### src/rtl/tomasulo_pkg.sv
// ============================================================================
// Module      : tomasulo_pkg
// Description : Shared types and constants for the instruction fetch queue.
// Revision    : 1.0 - initial release
// ============================================================================
`default_nettype none

package tomasulo_pkg;

    localparam int XLEN      = 32;
    localparam int IFQ_DEPTH = 8;

    // addi x0, x0, 0
    localparam logic [XLEN-1:0] NOP_INSTR = 32'h00000013;

    typedef struct packed {
        logic [XLEN-1:0] pc;
        logic [XLEN-1:0] instruction;
    } ifq_entry_t;

endpackage

`default_nettype wire

### src/rtl/inst_fetch_queue.sv
// ============================================================================
// Module      : inst_fetch_queue
// Description : Circular FWFT queue of {pc, instruction} pairs, fetch -> dispatch.
// Revision    : 1.0 - initial release
// ============================================================================
`default_nettype none

module inst_fetch_queue #(
    parameter int XLEN  = tomasulo_pkg::XLEN,
    parameter int DEPTH = tomasulo_pkg::IFQ_DEPTH
) (
    input  wire logic                     clk,
    input  wire logic                     rst,
    input  wire logic                     flush,
    input  wire logic                     wr_en,
    input  wire logic [XLEN-1:0]          wr_instruction,
    input  wire logic [XLEN-1:0]          wr_pc,
    output logic                          full,
    input  wire logic                     ifq_rd_en,
    output logic [XLEN-1:0]               instruction,
    output logic [XLEN-1:0]               pc,
    output logic                          valid,
    output logic [$clog2(DEPTH):0]        count
);

    import tomasulo_pkg::*;

    localparam int            AW          = $clog2(DEPTH);
    localparam logic [AW:0]   C_DEPTH     = (AW+1)'(DEPTH);
    localparam logic [AW:0]   C_CNT_ONE   = (AW+1)'(1);
    localparam logic [AW-1:0] C_PTR_ONE   = AW'(1);

    ifq_entry_t        r_mem [DEPTH];
    logic [AW-1:0]     r_wr_ptr;
    logic [AW-1:0]     r_rd_ptr;
    logic [AW:0]       r_count;

    logic              w_full;
    logic              w_valid;
    logic              w_push;
    logic              w_pop;
    ifq_entry_t        w_head;
    ifq_entry_t        w_wr_entry;

    // Full/empty come from the occupancy counter only, so pointers may wrap freely.
    assign w_full  = (r_count == C_DEPTH);
    assign w_valid = (r_count != '0);

    assign w_push = rst && !flush && wr_en && !w_full;
    assign w_pop  = rst && !flush && ifq_rd_en && w_valid;

    assign w_wr_entry.pc          = wr_pc;
    assign w_wr_entry.instruction = wr_instruction;

    always_ff @(posedge clk) begin
        if (!rst) begin
            r_wr_ptr <= '0;
            r_rd_ptr <= '0;
            r_count  <= '0;
        end else if (flush) begin
            r_wr_ptr <= '0;
            r_rd_ptr <= '0;
            r_count  <= '0;
        end else begin
            if (w_push) begin
                r_wr_ptr <= r_wr_ptr + C_PTR_ONE;
            end
            if (w_pop) begin
                r_rd_ptr <= r_rd_ptr + C_PTR_ONE;
            end
            if (w_push && !w_pop) begin
                r_count <= r_count + C_CNT_ONE;
            end else if (w_pop && !w_push) begin
                r_count <= r_count - C_CNT_ONE;
            end
        end
    end

    // Storage carries no reset; stale contents are hidden by the output mux.
    always_ff @(posedge clk) begin
        if (w_push) begin
            r_mem[r_wr_ptr] <= w_wr_entry;
        end
    end

    assign w_head = r_mem[r_rd_ptr];

    assign instruction = w_valid ? w_head.instruction : NOP_INSTR;
    assign pc          = w_valid ? w_head.pc          : '0;
    assign valid       = w_valid;
    assign full        = w_full;
    assign count       = r_count;

endmodule

`default_nettype wire

### config.mk
export PLATFORM = sky130hd
export DESIGN_NAME = inst_fetch_queue
export DESIGN_NICKNAME = d
export VERILOG_FILES = /design/src/rtl/tomasulo_pkg.sv /design/src/rtl/inst_fetch_queue.sv
export SDC_FILE = /design/constraint.sdc
export NUM_CORES = 1
export LEC_CHECK = 0
export CAP_MARGIN = 15
export CORE_MARGIN = 4
export CORE_UTILIZATION = 58
export CTS_CLUSTER_SIZE = 20
export DETAILED_ROUTE_END_ITERATION = 10
export HOLD_SLACK_MARGIN = 0.05
export PLACE_DENSITY = 0.86
export SLEW_MARGIN = 10
export SYNTH_ARGS = -nofsm -noshare
export SYNTH_HDL_FRONTEND = slang
export SYNTH_SLANG_ARGS = --single-unit
### constraint.sdc
create_clock -name clk -period 7.06 [get_ports clk]
set_input_delay 1.059 -clock clk [delete_from_list [all_inputs] [get_ports clk]]
set_output_delay 1.059 -clock clk [all_outputs]
set_load 0.01 [all_outputs]
==> impl_metrics.toml, run 1 <==
[cells_and_area]
nets = 1125
syn2layout_area_growth_pct = 17.6
utilization_pct = 69.8
drive_gt1_share_pct = 21.8

[setup_path]
crit_path_end = "pc[21]"
worstPathArrival_ps = 3500
path_class = "flip-flop to output port"
cp_max_fo = 27
critical_path_required_ps = 6000
cp-start-kind = "flip-flop"
worst_r2r_endpoint = "count[3]$_SDFFE_PP0P_"
crit_cells = 6
rr_worst_depth = 12
worst_path_largest_cell_delay_ps = 680
crit_path_cell_trace = "buf_12 > buf_4 > mux4_2 > mux2i_1 > nor2_1 > clkdlybuf4s50_1"
endpoint_kind = "output port"
reg2reg_slack_ps = 3590
r2r-start = "count[1]$_SDFFE_PP0P_"
crit_buf_inv = 3
critical-path-slowest-cell = "dfxtp_4"
critPathTopFamily = "buffers and inverters"

[drt]
dr.pass1.iters = 6
drtAntennaViolNets = 0
wl_per_cell_um = 25.7
drc = 0
viasPerCell = 6.03
first_iter_violations = 778
num_vias = 9273
routed_wl_um = 39500

[placed_design]
portBuffers = 138
hpwl_um = 20700
gp_congestion = 0.734

[floorplan]
dieWidth_um = 194
coreArea_um2 = 33900
rows = 67
dieArea_um2 = 37700
initial_core_util_pct = 59.3
pin_count = 139
fp.dieH_um = 194

[clocking]
clk_path_buf_depth = 3
clkTransAtPathRegs_ps = 60
insertion_delay_ps = 560
post_cts_buffers = 0
h-tree-depth = 2
clock-root-buffer = "clkbuf_16"
cts_sinks = 525
cts_hold_buffers = 0
ctsResizeCount = 0
numCtsBuffers = 50
cts_tree = "done"

[timing]
setup_viol = 0
max_slew_margin_pct = 24.4
fin_crit_sh_pct = 64.6
slew_viol_final = 0
finalCriticalPeriod_ps = 4560
rsz0062_at_grt = "no"
timing.setup.tns_ps = 0
fmax_mhz = 219
fin_skew_ps = 14.5
worst_pin_slew_ps = 1130
finalHoldViolations = 0

[power_and_ir_drop]
p_leak_uw = 0.00715
power_density_nw_per_um2 = 271
irDropWorstVdd_uv = 216
total_power_uw = 6400

[logic_synthesis]
yosysWarningCount = 0
syn_avg_cell_area_um2 = 22.7
seq_area_frac_synth_pct = 77.8
syn_nets = 962
synth_area_um2 = 20100
synth-seq-cells = 525
syn-instance-count = 887
ys_types = 26

[global_routing]
first_global_vias = 10000
track_usage_pct = 21.1
grt_overflow = 0
grt_max_degree = 65
grt_pass1_wl_um = 60500
antenna_found_initial = 2

[status]
status = "finished, final reports clean"

[run]
cap_violations = 0

[hold_path]
hold_path_class = "flip-flop to flip-flop"
[cell type report]
class	count	area, µm²
sequential	525	15600
fill	2015	10200
multi-input combinational	315	4210
timing repair buffer	154	1530
clock buffer	57	1300
tap	448	561
clock inverter	34	378
inverter	4	15.0
antenna	2	5.00
[registers in the layout, indices dropped and copies added, names as in the netlist, named ones only]
| name | cells |
|---|---|
| r_wr_ptr | 3 |
| r_rd_ptr | 3 |
| count | 4 |
| r_mem | 512 |
[per-layer routing]
metal | vias to the layer above | wire (µm) | GRT usage, %
li1 | 4005 | - | -
met1 | 4916 | 15800 | 28.7
met2 | 288 | 20500 | 36.0
met3 | 62 | 2380 | 4.12
met4 | 2 | 757 | 5.18
met5 | - | 13 | 0
[cells in the final DEF, fill, tap and decap left out, drive strengths merged, types with 2 or more instances in the layout]
master and n:
inv 5, diode 2, clkdlybuf4s50 138, edfxtp 512, mux2i 65, nor2 78
xor2 5, nand2 9, clkinv 22, dfxtp 13, nor3 2, nand3 6
mux4 128, buf 16, clkinvlp 3, a21oi 4, clkbuf 57, nand2b 4
ha 5, bufinv 8
[power by group]
group | internal [µW] | switching, µW
clock network | 1610 | 1100
logic | 121 | 127
registers | 3440 | 9.01
[stage by stage]
step	hold slack, ps	worst slack, ps	instance area [µm²]	std cells
6_report	501	2500	23600	1539
5_1_grt	533	2210	23600	1537
4_1_cts	499	2230	23600	1536
3_5_place_dp	482	2750	21900	1445
3_3_place_gp	469	2830	21900	1445
2_1_floorplan	454	542	20100	887
[cells by family after synthesis]
family,share of synthesized area [%]
XOR/XNOR,0.262
AND/OR/NAND/NOR,2.20
adder cells (fa/ha/maj),0.411
multiplexers,17.6
AO/OA/AOI/OAI,0.224
buffers and inverters,1.52
flip-flops,77.8
[worst min-delay path by stage]
stage | startpoint | endpoint | slack [ps] | cells past startpoint
6_report | r_rd_ptr[1]$_SDFFE_PP0P_ | flip-flop | 500 | 2
2_1_floorplan | r_rd_ptr[1]$_SDFFE_PP0P_ | flip-flop | 450 | 2
3_3_place_gp | r_rd_ptr[1]$_SDFFE_PP0P_ | flip-flop | 470 | 2
3_5_place_dp | r_rd_ptr[1]$_SDFFE_PP0P_ | flip-flop | 480 | 2
4_1_cts | r_rd_ptr[1]$_SDFFE_PP0P_ | flip-flop | 500 | 2
5_1_grt | r_rd_ptr[1]$_SDFFE_PP0P_ | flip-flop | 530 | 2
[cells in the mapped netlist]
cell	instances	area (µm²)
buf_2	19	95.1
mux2i_1	65	651
ha_1	5	62.6
dfxtp_1	13	260
nand3_1	6	30.0
nor3b_2	1	12.5
edfxtp_1	512	15400
a31o_2	1	8.76
xnor2_1	1	8.76
nand2_1	9	33.8
a21oi_1	4	20.0
nor2_1	78	293
buf_6	14	158
mux4_2	128	2880
xor2_1	5	43.8
nor3_1	2	10.0
or4b_1	1	10.0
inv_1	2	7.51
nand2b_1	4	25.0
a211o_1	1	8.76
inv_2	2	7.51
or2_2	1	6.26
nor4_4	1	21.3
fa_1	1	20.0
clkbuf_1	10	37.5
a211oi_1	1	7.51
[tightest hold or removal path, delay by kind of cell (launching register included)]
kind | cells | cell delay (ps)
flip-flops | 1 | 320
AO/OA/AOI/OAI | 1 | 70
AND/OR/NAND/NOR | 1 | 60
No activity file was read; power rests on OpenSTA's default activity.
==> run 2, diff against run 1 <==
Clock period 7.06 ns to 4.4 ns, I/O delays scaled along.
==> run 2 against run 1 <==
Compared with the run above: cell area is 0.35% higher; die area unchanged; combinational power increased by 65%; core utilization grew 0.24 points; wire length rose by 4.0%; critical path depth decreased by 1; setup slack got worse by 1800 ps; flip-flop and latch count stayed put; global-route usage up 0.59 points; sequential power is 61% higher; sequential share of layout area shrank 0.23 points; largest cell class unchanged.
==> impl_metrics.toml, run 2 (same netlist as run 1, synthesis figures left out) <==
[drt]
routed_wl_um = 41100
num_vias = 9437
viasPerCell = 6.09
drtAntennaViolNets = 0
highest_layer = "met5"
drc = 0
drt-met1-wl_um = 16000
wl_met3_um = 2360
dr.pass1.iters = 4
first_iter_violations = 884
wl_per_cell_um = 26.5
route.met2.wl_um = 21800

[clocking]
clkTransAtPathRegs_ps = 60
clk_path_buf_depth = 3
ctsResizeCount = 0
insertion_delay_ps = 550
clock-root-buffer = "clkbuf_16"
post_cts_buffers = 0
cts_tree = "done"
cts_sinks = 525
numCtsBuffers = 49
h-tree-depth = 2
cts_hold_buffers = 0

[setup_path]
critical_path_required_ps = 3740
critical-path-slowest-cell = "dfxtp_4"
endpoint_kind = "output port"
crit_buf_inv = 2
cp_max_fo = 32
path_class = "flip-flop to output port"
worst_path_largest_cell_delay_ps = 730
r2r-start = "count[1]$_SDFFE_PP0P_"
cp-start-kind = "flip-flop"
worst_r2r_endpoint = "count[3]$_SDFFE_PP0P_"
crit_path_cell_trace = "buf_12 > mux4_2 > mux2i_1 > nor2_1 > clkdlybuf4s50_1"
rr_worst_depth = 12
reg2reg_slack_ps = 1310
worstPathArrival_ps = 3050
critPathTopFamily = "buffers and inverters"

[hold_path]
hold_path_class = "flip-flop to flip-flop"
hold_start = "r_rd_ptr[1]$_SDFFE_PP0P_"
hold-path-cell-count = 2

[placed_design]
placed_cell_area_um2 = 22100
portBuffers = 138
gp_congestion = 0.749
hpwl_um = 22600

[timing]
fin_skew_ps = 11.9
fin_crit_sh_pct = 84.4
timing.setup.tns_ps = 0
slew_viol_final = 0
rsz0062_at_grt = "no"
finalHoldViolations = 0
finalCriticalPeriod_ps = 3710
fmax_mhz = 269
setup_viol = 0
worst_pin_slew_ps = 687
max_slew_margin_pct = 54.2

[global_routing]
grt_pass1_wl_um = 62700
track_usage_pct = 21.7
antenna_found_initial = 4
grt_overflow = 0
grt_max_degree = 65
first_global_vias = 10300

[cells_and_area]
final_common_cell = "edfxtp_1"
syn2layout_area_growth_pct = 18.1
regMostFlops = "r_mem"
final_cell_mix = "512 x edfxtp_1, 138 x clkdlybuf4s50_1, 128 x mux4_2"
drive_gt1_share_pct = 21.6
nets = 1134
largest_reg_flops = 512
design_area_um2 = 23700

[floorplan]
pin_count = 139
dieWidth_um = 194
initial_core_util_pct = 59.3
rows = 67
dieArea_um2 = 37700
coreArea_um2 = 33900
fp.dieH_um = 194

[power_and_ir_drop]
total_power_uw = 10000
p_leak_uw = 0.00716
power_density_nw_per_um2 = 422
irDropWorstVdd_uv = 344

[status]
status = "finished, final reports clean"

[run]
cap_violations = 0
[run 2: changes by cell type in the layout (fill, tap and decap cells not counted), moves of 2 or more]
| cell | change |
|---|---|
| bufinv_16 | -3 |
| clkinv_2 | -7 |
| clkbuf_16 | -2 |
| clkinv_8 | +2 |
| buf_12 | +8 |
| buf_4 | +2 |
| clkinv_1 | +8 |
| nor3_2 | -2 |
| nor3_4 | +2 |
[run 2: worst min-delay path, stage by stage, from the launching register on]
cell and delay [ps]:
dfxtp_1 310, nand2_1 50, a21oi_1 70
[run 2: layer usage]
metal | global-route usage [%] | up-vias
met4 | 5.83 | 2
met3 | 3.94 | 61
li1 | - | 4033
met2 | 37.2 | 328
met1 | 29.2 | 5013
met5 | 0 | -
[run 2: cell type report]
| cell class | instances | area, µm² |
|---|---|---|
| clock inverter | 34 | 317 |
| fill | 2017 | 10100 |
| timing repair buffer | 164 | 1700 |
| inverter | 4 | 15.0 |
| clock buffer | 56 | 1250 |
| tap | 448 | 561 |
| multi-input combinational | 315 | 4220 |
| antenna | 3 | 7.51 |
| sequential | 525 | 15600 |
[run 2: stage by stage]
stage	setup WS [ps]	cells	hold WS (ps)	util, %
6_report	687	1549	484	70.0
3_3_place_gp	1250	1456	468	65.4
2_1_floorplan	-1.67	887	454	-
3_5_place_dp	1130	1456	469	65.4
5_1_grt	474	1549	535	70.0
4_1_cts	571	1546	480	70.0
[run 2: worst max path at each step]
stage | to | slack [ps] | cells after the start
2_1_floorplan | r_mem[1][0]$_DFFE_PP_ | -2 | 4
3_3_place_gp | instruction[3] | 1250 | 5
3_5_place_dp | count[3]$_SDFFE_PP0P_ | 1130 | 10
4_1_cts | instruction[8] | 570 | 5
5_1_grt | pc[0] | 470 | 5
6_report | instruction[8] | 690 | 5
[run 2: power breakdown]
part           leakage, µW  internal [µW]  switching (µW)  total (µW)
registers          0.00472           5510            15.6        5530
logic              0.00168            198             211         409
clock network     0.000756           2340            1740        4090
total              0.00716           8050            1970       10000
==> run 3, diff against run 2 <==
Settings changed: CORE_UTILIZATION 58 to 53, PLACE_DENSITY 0.86 to 0.83.
Clock period 4.4 ns to 3.25 ns, I/O delays scaled along.
==> run 3 against run 2 <==
Compared with the run above: non-clock buffer count rose by 7; clock-buffer cell count rose by 2; first-iteration DRC count decreased by 15%; wire length decreased by 3.2%; final cell count is 4.6% higher; global-route usage down 2.0 points; clock power up 41%; cell area up 1.9%.
==> impl_metrics.toml, run 3 (same netlist as run 1, synthesis figures left out) <==
[clocking]
clock-root-buffer = "clkbuf_16"
insertion_delay_ps = 560
cts_tree = "done"
numCtsBuffers = 51
cts_sinks = 525
clkTransAtPathRegs_ps = 60
clk_path_buf_depth = 3
h-tree-depth = 2

[global_routing]
grt_pass1_wl_um = 61300
antenna_found_initial = 4
grt_overflow = 0
grt_max_degree = 65
track_usage_pct = 19.6
first_global_vias = 10100

[setup_path]
worstPathArrival_ps = 2690
cp_max_fo = 46
endpoint_kind = "output port"
critical_path_required_ps = 2760
path_class = "flip-flop to output port"
worst_path_largest_cell_delay_ps = 540
crit_path_cell_trace = "buf_16 > mux4_2 > mux2i_1 > nor2_1 > clkdlybuf4s50_1"
critical-path-slowest-cell = "mux4_2"
cp-start-kind = "flip-flop"

[drt]
drtAntennaViolNets = 0
wl_per_cell_um = 24.5
dr.pass1.iters = 5
first_iter_violations = 748
num_vias = 9345
viasPerCell = 5.76
routed_wl_um = 39700
drc = 0

[timing]
fmax_mhz = 315
rsz0062_at_grt = "yes"
setup_viol = 0
slew_viol_final = 0
fin_crit_sh_pct = 97.6
finalWorstSetupSlack_ps = 77.2
finalCriticalPeriod_ps = 3170
timing.setup.tns_ps = 0
fin_skew_ps = 12.4
max_slew_margin_pct = 54.9
finalHoldViolations = 0
worst_pin_slew_ps = 674

[hold_path]
hold_path_class = "flip-flop to flip-flop"

[run]
cap_violations = 0

[placed_design]
gp_congestion = 0.732
portBuffers = 138
post-place-ws_ps = 391
hpwl_um = 21700

[power_and_ir_drop]
clkPwrFrac_pct = 41.7
p_sw_share_pct = 19.5
power_density_nw_per_um2 = 570
power.net_switching_uw = 2690
p_leak_uw = 0.00751
irDropWorstVdd_uv = 499
p_int_uw = 11100
combPwrFrac_pct = 4.0
seqPwrFrac_pct = 54.2

[floorplan]
rows = 71
pin_count = 139
fp.dieH_um = 203
initial_core_util_pct = 53.5
dieWidth_um = 203
coreArea_um2 = 37600
dieArea_um2 = 41100

[cells_and_area]
largest_reg_flops = 512
syn2layout_area_growth_pct = 20.3
drive_gt1_share_pct = 23.4
multiInputGateArea_um2 = 4230
nets = 1143
final_common_cell = "edfxtp_1"
regArea_um2 = 15600
regMostFlops = "r_mem"
nFillCells = 2430
final_cell_mix = "512 x edfxtp_1, 128 x mux4_2, 126 x clkdlybuf4s50_1"

[status]
status = "finished, final reports clean"
run 3: cell types whose count changed in the layout (fill, tap and decap cells not counted), moves of 3 or more:
| cell | before | now |
|---|---|---|
| clkbuf_16 | 49 | 53 |
| buf_4 | 16 | 7 |
| clkinv_2 | 4 | 14 |
| clkdlybuf4s50_1 | 138 | 126 |
| clkinvlp_4 | 2 | 6 |
| dlymetal6s2s_1 | 0 | 12 |
| clkinv_1 | 17 | 11 |
| buf_12 | 10 | 22 |
| clkinv_4 | 3 | 0 |
| mux2i_2 | 0 | 3 |
| mux2i_1 | 65 | 62 |
run 3: cell type report:
type | instances | share of cell area, %
clock buffers | 58 | 5.56
inverters | 4 | 0.0621
clock inverters | 36 | 1.27
multi-input cells | 315 | 17.5
diodes | 1 | 0.0104
well taps | 511 | 2.64
repair buffers | 171 | 8.21
flip-flops and latches | 525 | 64.7
run 3: worst paths after layout:
kind         slack (ps)                    end                startpoint  cells after the start
max                  80                 pc[13]                 flip-flop                      5
min                 490              flip-flop  r_rd_ptr[1]$_SDFFE_PP0P_                      2
max reg2reg         640  count[3]$_SDFFE_PP0P_     count[1]$_SDFFE_PP0P_                     11
min reg2reg         490              flip-flop  r_rd_ptr[1]$_SDFFE_PP0P_                      2
run 3: metal layers:
metal,vias up,global-route usage [%],part of all wire (%)
met5,-,0,0.17
met4,8,4.36,1.7
met3,60,3.93,5.8
met2,277,33.8,52
met1,4963,26.5,40
li1,4037,-,-
run 3: repair_timing:
action | CTS | global route
hold buffers | 0 | 0
endpoints found under the setup margin | 5 | 27
buffers inserted | 1 | 0
gates resized for setup | 0 | 18
run 3: per-stage QoR:
step / util (%) / hold WS (ps) / instance area [µm²] / std cells / power (µW)
global route: 64.3 / 520 / 24200 / 1620 / 14300
finish: 64.3 / 487 / 24200 / 1621 / 13800
global placement: 59.7 / 471 / 22400 / 1525 / 8170
detailed placement: 59.7 / 485 / 22400 / 1525 / 8180
CTS: 64.2 / 494 / 24100 / 1620 / 13900
floorplan: - / 454 / 20100 / 887 / 7850
run 3: power by group through the flow:
stage	clock network (µW)	registers (µW)	logic, µW
CTS	5860	7480	567
detailed placement	0	7620	563
global route	6170	7470	603
global placement	0	7620	550
floorplan	0	7620	231
finish	5750	7480	557
run 3: critical path, delay by kind of cell, from the launching register on:
kind                   cells  cell delay (ps)
buffers and inverters      2              810
AND/OR/NAND/NOR            1               80
multiplexers               2              770
flip-flops                 1              410
